$ cat src/rtl/vga_timing_ctrl.sv
// vga_timing_ctrl: 640x480@60 VGA scan sequencer with a pixel-enable divider,
// sync/blank decode and a vblank-scheduled game-update request/done handshake.
// Optional build macro VGA_SYNC_PIPE_EN: delays HSYNC/VSYNC/VIDEO_ON by one
// pixel so they line up with a one-stage registered renderer lookup.
module vga_timing_ctrl #(
  parameter int unsigned DIV      = 4,
  parameter int unsigned H_ACTIVE = 640,
  parameter int unsigned H_FRONT  = 16,
  parameter int unsigned H_SYNC   = 96,
  parameter int unsigned H_BACK   = 48,
  parameter int unsigned V_ACTIVE = 480,
  parameter int unsigned V_FRONT  = 10,
  parameter int unsigned V_SYNC   = 2,
  parameter int unsigned V_BACK   = 33
) (
  input  logic       clk_i,
  input  logic       rst_n_i,
  input  logic       en_i,
  input  logic       upd_done_i,
  output logic       pix_tick_o,
  output logic [9:0] pix_x_o,
  output logic [9:0] pix_y_o,
  output logic       hsync_o,
  output logic       vsync_o,
  output logic       video_on_o,
  output logic       frame_start_o,
  output logic       upd_req_o,
  output logic       overrun_o
);

  localparam int unsigned H_TOTAL = H_ACTIVE + H_FRONT + H_SYNC + H_BACK;
  localparam int unsigned V_TOTAL = V_ACTIVE + V_FRONT + V_SYNC + V_BACK;
  localparam int unsigned CW      = 10;
  localparam int unsigned DW      = $clog2(DIV);

  localparam logic [0:0] ST_IDLE = 1'b0;
  localparam logic [0:0] ST_REQ  = 1'b1;

  logic [DW-1:0] div_q, div_d;
  logic          tick_q, tick_d;
  logic [CW-1:0] x_q, x_d, y_q, y_d;
  logic          hs_q, hs_d, vs_q, vs_d, von_q, von_d;
  logic          fs_q, fs_d;
  logic [0:0]    state_q, state_d;
  logic          ovr_q, ovr_d;
  logic          line_end, frame_end, vblank_start;

  // Scan position events, all qualified by the pixel tick
  assign line_end     = tick_q && (x_q == CW'(H_TOTAL - 1));
  assign frame_end    = line_end && (y_q == CW'(V_TOTAL - 1));
  assign vblank_start = line_end && (y_q == CW'(V_ACTIVE - 1));

  // Divider, scan counters and decode; decodes only move with the counters,
  // so the first pixel after reset/enable reads as blanked
  always_comb begin
    div_d  = (div_q == DW'(DIV - 1)) ? '0 : div_q + DW'(1);
    tick_d = (div_d == DW'(DIV - 1));
    x_d    = x_q;
    y_d    = y_q;
    hs_d   = hs_q;
    vs_d   = vs_q;
    von_d  = von_q;
    fs_d   = frame_end;
    if (tick_q) begin
      if (line_end) begin
        x_d = '0;
        y_d = frame_end ? '0 : y_q + CW'(1);
      end else begin
        x_d = x_q + CW'(1);
      end
      hs_d  = !((x_d >= CW'(H_ACTIVE + H_FRONT)) &&
                (x_d <  CW'(H_ACTIVE + H_FRONT + H_SYNC)));
      vs_d  = !((y_d >= CW'(V_ACTIVE + V_FRONT)) &&
                (y_d <  CW'(V_ACTIVE + V_FRONT + V_SYNC)));
      von_d = (x_d < CW'(H_ACTIVE)) && (y_d < CW'(V_ACTIVE));
    end
  end

  // Update handshake next-state: done has priority over the frame-wrap overrun
  always_comb begin
    state_d = state_q;
    ovr_d   = ovr_q;
    if (state_q == ST_IDLE) begin
      if (vblank_start) state_d = ST_REQ;
    end else begin
      if (upd_done_i) begin
        state_d = ST_IDLE;
      end else if (frame_end) begin
        state_d = ST_IDLE;
        ovr_d   = 1'b1;
      end
    end
  end

  // State registers; EN low behaves as a synchronous reset
  always_ff @(posedge clk_i or negedge rst_n_i) begin
    if (!rst_n_i) begin
      div_q   <= '0;
      tick_q  <= 1'b0;
      x_q     <= '0;
      y_q     <= '0;
      hs_q    <= 1'b1;
      vs_q    <= 1'b1;
      von_q   <= 1'b0;
      fs_q    <= 1'b0;
      state_q <= ST_IDLE;
      ovr_q   <= 1'b0;
    end else if (!en_i) begin
      div_q   <= '0;
      tick_q  <= 1'b0;
      x_q     <= '0;
      y_q     <= '0;
      hs_q    <= 1'b1;
      vs_q    <= 1'b1;
      von_q   <= 1'b0;
      fs_q    <= 1'b0;
      state_q <= ST_IDLE;
      ovr_q   <= 1'b0;
    end else begin
      div_q   <= div_d;
      tick_q  <= tick_d;
      x_q     <= x_d;
      y_q     <= y_d;
      hs_q    <= hs_d;
      vs_q    <= vs_d;
      von_q   <= von_d;
      fs_q    <= fs_d;
      state_q <= state_d;
      ovr_q   <= ovr_d;
    end
  end

`ifdef VGA_SYNC_PIPE_EN
  logic hs_p_q, vs_p_q, von_p_q;

  // One-pixel delay of the sync/blank decode to match the renderer pipeline
  always_ff @(posedge clk_i or negedge rst_n_i) begin
    if (!rst_n_i) begin
      hs_p_q  <= 1'b1;
      vs_p_q  <= 1'b1;
      von_p_q <= 1'b0;
    end else if (!en_i) begin
      hs_p_q  <= 1'b1;
      vs_p_q  <= 1'b1;
      von_p_q <= 1'b0;
    end else if (tick_q) begin
      hs_p_q  <= hs_q;
      vs_p_q  <= vs_q;
      von_p_q <= von_q;
    end
  end

  assign hsync_o    = hs_p_q;
  assign vsync_o    = vs_p_q;
  assign video_on_o = von_p_q;
`else
  assign hsync_o    = hs_q;
  assign vsync_o    = vs_q;
  assign video_on_o = von_q;
`endif

  assign pix_tick_o    = tick_q;
  assign pix_x_o       = x_q;
  assign pix_y_o       = y_q;
  assign frame_start_o = fs_q;
  assign upd_req_o     = (state_q == ST_REQ);
  assign overrun_o     = ovr_q;

endmodule

$ cat config.mk
export PLATFORM = sky130hd
export DESIGN_NAME = vga_timing_ctrl
export DESIGN_NICKNAME = d
export VERILOG_FILES = /design/src/rtl/vga_timing_ctrl.sv
export SDC_FILE = /design/constraint.sdc
export NUM_CORES = 1
export LEC_CHECK = 0
export CAP_MARGIN = 30
export CORE_UTILIZATION = 53
export DETAILED_ROUTE_END_ITERATION = 16
export HOLD_SLACK_MARGIN = 0.02
export PLACE_DENSITY_LB_ADDON = 0.12
export SYNTH_ARGS = -nofsm -noshare
export SYNTH_HDL_FRONTEND = slang
export SYNTH_SLANG_ARGS = --single-unit
$ cat constraint.sdc
create_clock -name clk_i -period 2.8 [get_ports clk_i]
set_input_delay 0.56 -clock clk_i [delete_from_list [all_inputs] [get_ports clk_i]]
set_output_delay 0.56 -clock clk_i [all_outputs]
set_load 0.02 [all_outputs]
==> summary.txt <==
Yosys
  – Sequential fraction of the synthesis area: 0.3973
  – Leading post-synthesis cells by cell area: dfrtp_1 (37%), nor2_1 (4.3%), nand2_1 (3.7%)
  – Post-synth top flop: dfrtp_1
  – Synthesized area: 0.001833 mm2
  – EDFF count, synth: 0
  – Mapped Cells: 191
  – Post-synth top area share: 0.3686
  – Async SR Flop Fraction: 1.000
  – Post-Syn Area per Cell: 9.597 um2
  – Yosys warning count: 0
  – Synth Register Bits: 29
  – Commonest cells in the synthesized netlist: dfrtp_1 (27), nor2_1 (21), nand2_1 (18)
  – Syn Nets: 200
  – Synth area leader: dfrtp_1
  – Count leader, synth: dfrtp_1
  – Yosys cell types: 52

Layout
  – Fillers: 275
  – Ant diodes: 0
  – Layout area overhead: 18.29%
  – Design area: 0.002168 mm2
  – Fin nets: 229
  – Layout cells sized above 1: 0.1131
  – Non-filler cells, final: 265
  – Layout Utilization: 0.6823

Floorplanning
  – DIE AREA: 0.003698 mm2
  – Cell Rows: 20
  – Die Height: 60.81 um
  – Die W: 60.81 um
  – # IOs: 31
  – Initial core utilization: 0.5768
  – Core area: 0.003178 mm2

Outcome
  – Status: finished clean

Timing
  – Final min period: 2.318 ns
  – Final setup vio count: 0
  – Worst Tran Pin Value: 0.5625 ns
  – Fmax achieved: 431.4 MHz
  – Final worst-path setup slack: 0.4819 ns
  – Period utilization: 0.8279
  – WHS: 0.4642 ns
  – Hold violation total from the final report: 0
  – Max Slew Vio Count: 0
  – Slew HR: 0.6229
  – Skew final: 0.01734 ns
  – RSZ-0062 raised after global routing: false
  – Setup TNS: 0 ns

Critical path
  – Setup CP Type: flip-flop to flip-flop
  – Critical Path RT: 3.05 ns
  – Largest fanout on the critical path: 10
  – CP Launch Type: flip-flop
  – Worst EP arrival: 2.56 ns
  – Crit end category: flip-flop

CTS
  – CTS tree: yes
  – Clk root buf: clkbuf_4
  – Clock Latency Late Sink: 0.33 ns
  – Total CTS buffers: 5
  – Resized Gates After CTS: 0
  – CTS max path bufs: 2
  – Htree depth: 2
  – Post-CTS Setup Bufs: 0
  – Hold-fix buffers at CTS: 0
  – Worst-path clk slew: 0.11 ns
  – Clk sinks: 29

Placement
  – Gpl congestion: 0.8964
  – Post-DP Area: 0.002117 mm2
  – Total placed cells including tap cells: 257
  – HPWL after detailed placement: 3.009 mm
  – PortBufs: 30
  – Post-Place Worst Slack: 0.5213 ns

Route
  – Drt first pass iters: 4
  – # DRC: 0
  – Vias: 1545
  – Post-DRT Antenna Nets: 0
  – Total routed wirelength: 4.270 mm
  – Routed wire per std cell: 16.11 um
  – Initial DRC count: 98
  – Via density: 5.830

Global route
  – First-pass GRT wire length: 7.272 mm
  – Vias in the first global route: 1564
  – Largest net degree at the start of global routing: 30
  – Initial antenna violation count: 0
  – GRT Residual Overflow: 0
  – GRT Util Overall: 0.2674

Power
  – Leakage power: 0.8712 nW
  – Design Power: 0.7444 mW
  – Worst VDD drop: 0.2832 mV
  – Pwr dens: 343.3 mW/mm2

Worst hold path
  – Hold WC Path Type: flip-flop to flip-flop

Flow run
  – Max_cap viols: 0
[kinds of logic (layout without fill, tap and decap cells)]
group / count (synthesis) / in the layout / synth area share
DFF: 29 / 29 / 0.3973
AOI/OAI and AO/OA: 35 / 35 / 0.1413
adders and majority gates: 5 / 5 / 0.03413
and+or+nand+nor: 92 / 92 / 0.2915
xor gates and xnor gates: 10 / 10 / 0.04778
muxes: 5 / 5 / 0.02867
buffers and inverters: 15 / 45 / 0.05938
[sequential cells by signal (all words and copies together), names as in the netlist]
name	cells
pix_tick_o	1
upd_req_o	1
pix_y_o	10
video_on_o	1
pix_x_o	10
hsync_o	1
div_q	2
vsync_o	1
frame_start_o	1
overrun_o	1
[layer usage]
metal | track usage | up-vias | share of wire
met5 | 0 | - | 0
met4 | 0.1006 | 0 | 0.012
met3 | 0.05757 | 7 | 0.058
met2 | 0.4239 | 55 | 0.47
met1 | 0.3591 | 739 | 0.46
li1 | - | 744 | -
[cells in the final DEF, fill, tap and decap left out, types with 3 or more instances in the layout]
cell and count:
o21a_1 5, nand2_1 18, mux2i_1 3, and3_1 3
nor4_1 5, ha_1 5, nor3b_1 5, a21oi_1 11
xor2_1 4, o21ai_0 5, nand3_1 11, clkbuf_4 5
buf_4 3, xnor2_1 6, dfrtp_1 27, clkdlybuf4s50_1 30
nor2_1 21, inv_1 3, a21boi_0 3, nor3_1 5
nand2b_1 4
[path summary, 6_finish.rpt]
path	from	to	slack [ns]	cells after the start
min reg2reg	div_q[0]$_DFF_PN0_	div_q[0]$_DFF_PN0_	0.46	1
min	div_q[0]$_DFF_PN0_	div_q[0]$_DFF_PN0_	0.46	1
max	pix_x_o[1]$_DFFE_PN0P_	video_on_o$_DFFE_PN0P_	0.48	6
max in group asynchronous	rst_n_i	hsync_o$_DFFE_PN1P_	1.89	2
max reg2reg	pix_x_o[1]$_DFFE_PN0P_	video_on_o$_DFFE_PN0P_	0.48	6
min in group asynchronous	rst_n_i	pix_y_o[1]$_DFFE_PN0P_	0.58	2
[report_power, final]
part / total [mW] / switching [mW] / internal (mW)
clock: 0.250 / 0.155 / 0.0956
sequential: 0.434 / 0.00766 / 0.426
combinational: 0.0605 / 0.0352 / 0.0253
total: 0.744 / 0.198 / 0.547
[cell type report]
type                    instances  area, um2  area share
flip-flops and latches         29      728.2      0.3358
clock buffers                   6      41.29     0.01904
multi-input cells             147      996.0      0.4593
clock inverters                 2      10.01    0.004616
well taps                      44      55.05     0.02539
repair buffers                 33      322.8      0.1489
inverters                       4      15.01    0.006924
[critical path: stages, from the launching register on]
cell,delay (ns)
dfrtp_1,0.40
ha_1,0.24
nand4_2,0.26
nor3_2,0.51
nand2_1,0.36
o21a_1,0.21
o41ai_2,0.26
Note: power is estimated with default switching activity, not from simulation.
